<file path="src/rtl/fc_layer_serial_sched.sv">
// fc_layer_serial_sched
//   Time-multiplexed fully connected layer. One shared signed MAC sequences
//   through all OUT_SIZE neurons in turn. Each neuron takes one LOAD cycle
//   (bias), IN_SIZE MAC cycles and one WRITE cycle (ReLU with saturation).
//
// Ports
//   clk              clock, all logic on posedge
//   reset            synchronous active-low reset
//   start            request an evaluation; sampled only while idle
//   in_vector_flat   IN_SIZE signed W-bit inputs, element i at [i*W +: W]
//   weights_flat     OUT_SIZE rows of IN_SIZE signed W-bit weights
//   biases_flat      OUT_SIZE signed W-bit biases
//   out_vector_flat  OUT_SIZE W-bit outputs (registered)
//   busy             high while an evaluation is in progress
//   done             level, high from completion until next accept or reset
//
// Inputs are read live during the evaluation and must be held stable from
// the accept edge until done rises.
module fc_layer_serial_sched #(
    parameter int IN_SIZE   = 16,
    parameter int OUT_SIZE  = 10,
    parameter int W         = 8,
    parameter int ACC_WIDTH = 2*W+5
) (
    input  logic                         clk,
    input  logic                         reset,
    input  logic                         start,
    input  logic [W*IN_SIZE-1:0]         in_vector_flat,
    input  logic [W*OUT_SIZE*IN_SIZE-1:0] weights_flat,
    input  logic [W*OUT_SIZE-1:0]        biases_flat,
    output logic [W*OUT_SIZE-1:0]        out_vector_flat,
    output logic                         busy,
    output logic                         done
);

    localparam int IW = (IN_SIZE  > 1) ? $clog2(IN_SIZE)  : 1;
    localparam int NW = (OUT_SIZE > 1) ? $clog2(OUT_SIZE) : 1;

    localparam logic [IW-1:0] I_LAST = IW'(IN_SIZE - 1);
    localparam logic [NW-1:0] N_LAST = NW'(OUT_SIZE - 1);

    localparam logic signed [ACC_WIDTH-1:0] ACC_ZERO = '0;
    localparam logic signed [ACC_WIDTH-1:0] SAT_MAX  = ACC_WIDTH'((1 << (W-1)) - 1);

    typedef enum logic [1:0] {
        IDLE  = 2'd0,
        LOAD  = 2'd1,
        MAC   = 2'd2,
        WRITE = 2'd3
    } state_t;

    state_t                      state;
    logic [IW-1:0]               i_idx;
    logic [NW-1:0]               n_idx;
    logic signed [ACC_WIDTH-1:0] acc;

    // Unpacked views of the flattened buses so the shared datapath can
    // select operands by index.
    logic signed [W-1:0] x_arr [IN_SIZE];
    logic signed [W-1:0] w_arr [OUT_SIZE][IN_SIZE];
    logic signed [W-1:0] b_arr [OUT_SIZE];
    logic        [W-1:0] out_arr [OUT_SIZE];

    genvar gi, gn;
    generate
        for (gi = 0; gi < IN_SIZE; gi++) begin : g_x
            assign x_arr[gi] = in_vector_flat[gi*W +: W];
        end
        for (gn = 0; gn < OUT_SIZE; gn++) begin : g_n
            assign b_arr[gn] = biases_flat[gn*W +: W];
            assign out_vector_flat[gn*W +: W] = out_arr[gn];
            for (gi = 0; gi < IN_SIZE; gi++) begin : g_w
                assign w_arr[gn][gi] = weights_flat[(gn*IN_SIZE + gi)*W +: W];
            end
        end
    endgenerate

    logic signed [W-1:0]   x_sel;
    logic signed [W-1:0]   w_sel;
    logic signed [W-1:0]   b_sel;
    logic signed [2*W-1:0] prod;
    logic        [W-1:0]   relu_val;

    assign x_sel = x_arr[i_idx];
    assign w_sel = w_arr[n_idx][i_idx];
    assign b_sel = b_arr[n_idx];
    assign prod  = x_sel * w_sel;   // full-width signed product

    // ReLU with saturation to the largest positive W-bit value; no shift.
    always_comb begin
        // NOTE: default first so every path assigns relu_val and no latch is inferred.
        relu_val = '0;
        if (acc <= ACC_ZERO)
            relu_val = '0;
        else if (acc > SAT_MAX)
            relu_val = SAT_MAX[W-1:0];
        else
            relu_val = acc[W-1:0];
    end

    // NOTE: sequential state uses non-blocking assignments only, so every
    // register samples the pre-edge values of the others.
    always_ff @(posedge clk) begin
        if (!reset) begin
            state <= IDLE;
            n_idx <= '0;
            i_idx <= '0;
            acc   <= '0;
            busy  <= 1'b0;
            done  <= 1'b0;
            // NOTE: the output array is a small bank of flops (not RAM), and
            // it must read 0 after reset, so it is cleared explicitly.
            for (int k = 0; k < OUT_SIZE; k++) out_arr[k] <= '0;
        end else begin
            case (state)
                IDLE: begin
                    if (start) begin
                        state <= LOAD;
                        n_idx <= '0;
                        busy  <= 1'b1;
                        done  <= 1'b0;
                        for (int k = 0; k < OUT_SIZE; k++) out_arr[k] <= '0;
                    end
                end
                LOAD: begin
                    acc   <= ACC_WIDTH'(b_sel);   // sign-extended bias
                    i_idx <= '0;
                    state <= MAC;
                end
                MAC: begin
                    acc   <= acc + ACC_WIDTH'(prod);
                    i_idx <= i_idx + 1'b1;
                    if (i_idx == I_LAST) state <= WRITE;
                end
                WRITE: begin
                    out_arr[n_idx] <= relu_val;
                    if (n_idx == N_LAST) begin
                        done  <= 1'b1;
                        busy  <= 1'b0;
                        state <= IDLE;
                    end else begin
                        n_idx <= n_idx + 1'b1;
                        state <= LOAD;
                    end
                end
                default: state <= IDLE;
            endcase
        end
    end

endmodule

</file>
<file path="config.mk">
export PLATFORM = sky130hd
export DESIGN_NAME = fc_layer_serial_sched
export DESIGN_NICKNAME = d
export VERILOG_FILES = /design/src/rtl/fc_layer_serial_sched.sv
export SDC_FILE = /design/constraint.sdc
export NUM_CORES = 1
export LEC_CHECK = 0
export CAP_MARGIN = 20
export CORE_AREA = 3 3 617 619
export DETAILED_ROUTE_END_ITERATION = 10
export DIE_AREA = 0 0 620 622
export GPL_TIMING_DRIVEN = 0
export SLEW_MARGIN = 20
export SYNTH_ARGS = -nofsm -noshare
export SYNTH_HDL_FRONTEND = slang
export SYNTH_SLANG_ARGS = --single-unit
</file>
<file path="constraint.sdc">
create_clock -name clk -period 25.1 [get_ports clk]
set_input_delay 7.53 -clock clk [delete_from_list [all_inputs] [get_ports clk]]
set_output_delay 7.53 -clock clk [all_outputs]
set_load 0.1 [all_outputs]
</file>
After elaboration in Yosys (flattened, before gate mapping)
Memory sizes are Yosys's and may differ from the RTL's.
Cells that the tools add are included.
{"block": "totals", "ff_bits": 33, "ram_bits": 80, "inputBits": 1491, "out_inout_bits": 82, "word_cells": 93, "mem_count": 1}
{"name": "out_arr", "words": 10, "word_bits": 8, "read_ports": 10, "rd_ports_with_merged_regs": 0, "wr": 10, "line_no": "62", "source": "logic [W-1:0] out_arr [OUT_SIZE];"}
{"block": "classes", "addsub": 3, "multipliers": 1, "n_lt_le_gt_ge": 4, "n_eq_ne": 9, "muxes": 50, "bitwise_logic": 12, "reduce_logical": 7}
{"cell": "$bmux W128 S4", "count": 1}
{"cell": "$mux W128", "count": 2}
{"cell": "$mux W8", "count": 19}
{"cell": "$bmux W8 S4", "count": 3}
{"cell": "$pmux W21 S2", "count": 1}
{"cell": "$add A21 B16 Y21", "count": 1}
{"cell": "$gt A21 B8 Y1 const B", "count": 1}
{"cell": "$le A21 B1 Y1 const B", "count": 1}
{"cell": "$mul A8 B8 Y16", "count": 1}
{"cell": "$pmux W4 S2", "count": 2}
{"cell": "$mux W1", "count": 14}
{"cell": "$mux W4", "count": 3}
{"cell": "$ge A5 B5 Y1 const B", "count": 2}
{"cell": "$not A4 Y5", "count": 2}
{"cell": "$or A1 B1 Y1", "count": 10}
{"cell": "$add A4 B1 Y4 const B", "count": 2}
{"cell": "$eq A4 B4 Y1 const B", "count": 2}
{"cell": "$ne A2 B2 Y1 const B", "count": 4}
{"cell": "$pmux W2 S4", "count": 1}
{"cell": "$reduce_or A8 Y1", "count": 1}
{"cell": "$reduce_and A3 Y1", "count": 2}
{"cell": "$eq A2 B2 Y1 const B", "count": 2}
{"cell": "$mux W2", "count": 2}
{"cell": "$pmux W1 S2", "count": 2}
{"cell": "4 further kinds", "count": 5}

Depth between registers and ports, before layout
{"block": "depth", "depth_word": 10, "depth_mapped": 32, "mapped_depth_nobuf": 26}

Worst setup path after synthesis
Ideal clock, no wire load.
{"block": "synth_timing", "path_kind": "input to register", "from": "input port weights_flat[729]", "to": "register acc[20]", "setup_time_ps": 75, "arrival_ps": 13645, "required_ps": 25025, "setup_slack_ps": 11380, "cell_stages": 21, "n_path_buf": 0, "cell_sequence": "mux4_2 > mux2i_1 > o221ai_1 > o21ai_0 > a32o_1 > a221oi_4 > o41ai_4 > nor2_1 > fa_1 > fa_1 > fa_1 > fa_1 > ha_1 > ha_1 > o21a_1 > o21a_1 > a21oi_1 > o221a_2 > a21boi_0 > or4_1 > a31oi_1"}
{"block": "synth_between", "elab_chain_len": 9}
{"item": "start, declared", "line_no": "29", "source": "input logic [W*OUT_SIZE*IN_SIZE-1:0] weights_flat,"}
{"item": "$bmux W128 S4", "line_no": "85", "source": "assign w_sel = w_arr[n_idx][i_idx];"}
{"item": "$mux W128 (not written as such) (2 in series)", "line_no": "85"}
{"item": "$bmux W8 S4", "line_no": "85"}
{"item": "$mux W8 (not written as such) (2 in series)", "line_no": "85"}
{"item": "$mul A8 B8 Y16", "line_no": "87", "source": "assign prod = x_sel * w_sel;"}
{"item": "$add A21 B16 Y21", "line_no": "131", "source": "acc <= acc + ACC_WIDTH'(prod);"}
{"item": "$pmux W21 S2", "line_no": "115", "source": "case (state)"}
{"item": "end signal, assigned", "line_no": "126", "source": "acc <= ACC_WIDTH'(b_sel);"}
{"item": "end signal, assigned", "line_no": "131"}
{"item": "end, declared", "line_no": "55", "source": "logic signed [ACC_WIDTH-1:0] acc;"}
Every way passes these cells. The select of a mux whose other input is x is not followed.
A chain may end at the register's enable or synchronous reset.

Final worst setup path
{"block": "layout_timing", "from": "input port weights_flat[936]", "to": "register acc[20]"}
Same word-level chain as after synthesis.

==> summary.md <==
| Metric | Value |
|---|---|
| R2R Path End | acc[20] |
| Setup violators final | 0 |
| Drc violations | 0 |
| Buf/Inv on CP | 2 |
| Area Growth Syn to Fin | 112% |
| Distinct cells, synth | 82 |
| WS Path Type | input port to register |
| Final Instance Area | 44600 µm² |
| Met2 Track Usage GR | 33.0% |
| CTS Hold Buffers Added | 0 |
| Final HPWL DP | 339000 µm |
| IO buf count | 1572 |
| Total routed wirelength | 372000 µm |
| Critical path launch point | weights_flat[936] |
| CP required | 25.51 ns |
| CTS sink count | 113 |
| Vias in the first global route | 26800 |
| Peak VDD IR | 0.0935 mV |
| Core Area | 376000 µm² |
| Die W | 620 µm |
| DR vias | 27800 |
| First-pass GRT wire length | 429000 µm |
| Ports | 1573 |
| # placed instances | 8444 |
| Worst Setup Start Kind | input port |
| FILL cells | 43000 |
| Num CTS Buffers | 17 |
| Routed length per instance | 43.2 µm |
| Yosys warning total | 0 |
| Period minus WS final | 16.63 ns |
| Via-per-instance ratio | 3.23 |
| Crit path cell chain | clkdlybuf4s50_1, mux4_2, mux2i_2, o221ai_1, a21oi_1, nand4_1, o21ai_2, or2_2, fa_1, inv_1, fa_1, ha_1, fa_1, ha_1, ha_1, fa_1, a211oi_1, o21ai_0, a21oi_1, o221a_2, a21boi_0, or4_1, a31oi_1 |
| Worst Setup End Kind | register |
| Reg-to-reg setup timing slack | 13.46 ns |
| DP Area | 43700 µm² |
| Die ar. | 386000 µm² |
| EDFF count, synth | 80 |
| Gr ovfl total | 0 |
| Top FF cell, synth | edfxtp_1 |
| Setup repair after global routing missed its margin | false |
| Post-route ant nets | 0 |
| Largest stage delay on the critical path | 0.82 ns |
| Syn Inst Count | 1839 |
| Pleak | 13.8 nW |
| All-Layer GR Usage | 18.6% |
| Hold depth | 2 |
| Setup TNS | 0 ns |
| Hold Vio Cnt, Final | 0 |
| Syn Area/Cell | 11.4 µm² |
| FFs w/ async S/R, synth | 0% |
| CP Depth | 23 |
| Bufs on Longest Clock Path | 2 |
| Placer Congestion | 0.943 |
| Critical Path AT | 17.04 ns |
| Cell Area, Synth | 21000 µm² |
| Max-cap violation count | 0 |
| Worst-Margin Slew | 1.21 ns |
| Most used cell, CP | fa_1 |
| CTS root buf | clkbuf_16 |
| Post-synthesis sequential area ratio | 14.6% |
| Min-delay worst type | register to register |
| Largest net degree at the start of global routing | 17 |
| Status | completed |
| Initial antenna violation count | 336 |
| Fin crit share | 66.2% |
| Post-cts repair resize count | 0 |
| Reg2reg path depth | 26 |
| Row count | 225 |
| CP max FO | 9 |
| Worst r2r src | n_idx[1] |
| Detailed Route Iter0 Violations | 3137 |
| Met1 Usage GRT | 20.1% |
| Nets | 5108 |
| Met3 usage | 6.76% |
| Rel. slew slack | 17.0% |
| Total power | 3.45 mW |
| Critical path's slowest cell | nand4_1 |
| Post-CTS setup buffers | 0 |
| CTS tree | yes |
| Detailed Routing Iterations Pass 1 | 6 |
| Max-slew violations | 0 |
| Non-Filler Instances | 8605 |
| Critical path's top delay family | compound AO/OA/AOI/OAI gates |
| Share of layout cells above drive strength 1 | 16.0% |
| Worst hold start | busy |
| Initial Util | 5.59% |
| Yosys reg bits | 113 |
| H-tree Lvls | 4 |
| Clk_skew | 0.0141 ns |
| Setup ws final | 8.47 ns |
| Clock slew at reported path FFs | 0.06 ns |
| Cell area power density | 77.4 nW/µm² |
| Die H | 622 µm |
| Gr busiest metal | met2 |
| WHS Endpoint | busy |
| Max Clk Rate | 60.1 MHz |
| Pre-CTS setup slack | 7.84 ns |
| Clock latency on the worst-skew pair | 0.49 ns |
## state kept, by name, summed over array words and instances, names as in the netlist
| signal | count |
|---|---|
| busy | 1 |
| n_idx | 4 |
| done | 1 |
| state | 2 |
| i_idx | 4 |
| acc | 21 |
| out_arr | 80 |
## worst max path at each step
stage | endpoint | slack, ns
CTS | acc[20] | 8.37
finish | acc[20] | 8.47
global route | acc[20] | 8.40
floorplan | acc[20] | 11.38
global placement | acc[19] | 6.79
detailed placement | acc[20] | 7.84
## cell type report
class | instances | area, µm² | area share, %
Sequential cell | 113 | 3060 | 6.87
Tap cell | 4994 | 6250 | 14.0
Timing Repair Buffer | 1602 | 16200 | 36.3
Antenna cell | 129 | 323 | 0.724
Clock inverter | 9 | 73.8 | 0.166
Clock buffer | 23 | 500 | 1.12
Buffer | 172 | 1260 | 2.83
Inverter | 94 | 353 | 0.792
Multi-Input combinational cell | 1469 | 16600 | 37.2
## per-stage QoR
| stage | hold slack [ns] | utilization [%] |
|---|---|---|
| 2_1_floorplan | 0.483 | - |
| 6_report | 0.498 | 11.9 |
| 3_5_place_dp | 0.485 | 11.6 |
| 4_1_cts | 0.493 | 11.8 |
| 5_1_grt | 0.525 | 11.8 |
| 3_3_place_gp | 0.499 | 11.5 |
## cells in the mapped netlist (all sizes together) (3+ instances only)
library cell / number / area share [%]
mux4: 287 / 31
mux2i: 242 / 12
nor2: 145 / 2.6
buf: 126 / 5.1
inv: 94 / 1.7
o21ai: 94 / 2.3
fa: 92 / 8.8
edfxtp: 80 / 11
nand2: 78 / 1.4
a21oi: 68 / 1.6
o221ai: 67 / 2.9
ha: 56 / 3.3
clkbuf: 46 / 0.82
o22ai: 41 / 1.3
dfxtp: 33 / 3.1
mux2: 27 / 1.4
nand3: 27 / 0.64
nor3: 24 / 0.57
or2: 22 / 0.66
xnor2: 18 / 0.75
a221oi: 17 / 0.79
o211ai: 12 / 0.43
a31oi: 9 / 0.30
nor2b: 9 / 0.27
a211oi: 8 / 0.31
a22oi: 8 / 0.29
and2: 8 / 0.31
nand2b: 8 / 0.24
a221o: 7 / 0.33
nand4: 7 / 0.24
a2111oi: 6 / 0.28
and3: 6 / 0.18
nor4: 6 / 0.24
a21o: 5 / 0.21
a32oi: 5 / 0.21
a211o: 4 / 0.17
o2111ai: 4 / 0.17
o21a: 4 / 0.14
or3: 4 / 0.12
nand3b: 3 / 0.11
xor2: 3 / 0.13
## where the power goes
part	leakage (nW)	switching (mW)	total (mW)	internal, mW
Combinational	12.4	1.72	2.93	1.22
Clock	0.293	0.0969	0.246	0.149
Sequential	1.13	0.0260	0.269	0.243
Total	13.8	1.84	3.45	1.61
## worst reg2reg max path, cell delays in order, from the launching register on
cell	delay [ns]
dfxtp_1	0.52
buf_2	0.31
buf_4	0.31
buf_2	0.47
buf_2	0.93
mux4_2	0.50
mux2i_2	0.63
o221ai_1	0.42
a21oi_1	0.77
nand4_1	0.83
o21ai_2	0.74
or2_2	0.28
fa_1	0.42
inv_1	0.09
fa_1	0.43
ha_1	0.31
fa_1	0.46
ha_1	0.29
ha_1	0.25
fa_1	0.50
a211oi_1	0.29
o21ai_0	0.17
a21oi_1	0.45
o221a_2	0.35
a21boi_0	0.19
or4_1	0.52
a31oi_1	0.16
## cell families (layout without fill, tap and decap cells)
family | count (synthesis) | after routing | synth area share [%]
xor gates and xnor gates | 21 | 21 | 0.876
adders and majority gates | 148 | 148 | 12.1
AOI/OAI and AO/OA | 379 | 379 | 12.6
other | 1 | 139 | 0.0179
and+or+nand+nor | 355 | 355 | 7.92
buffers and inverters | 266 | 1900 | 7.58
DFF | 113 | 113 | 14.6
muxes | 556 | 556 | 44.3
## placed cells by master, fill, tap and decap left out, types with 56 or more instances in the layout
cell / instances
o221ai_1: 65
fa_1: 92
buf_2: 65
clkdlybuf4s50_1: 1568
o21ai_0: 65
nor2_1: 141
diode_2: 129
nand2_1: 78
inv_1: 93
edfxtp_1: 80
a21oi_1: 68
mux4_2: 256
mux2i_1: 225
ha_1: 56
## routing by layer
metal  wire length [µm]  part of all wire (%)  vias up
met5               1350                  0.36        -
met4              14900                   4.0      178
met3              35400                   9.5      651
met2             187000                    50     2084
met1             133000                    36    14100
li1                   -                     -    10800
Power figures use the tool's default switching activity.
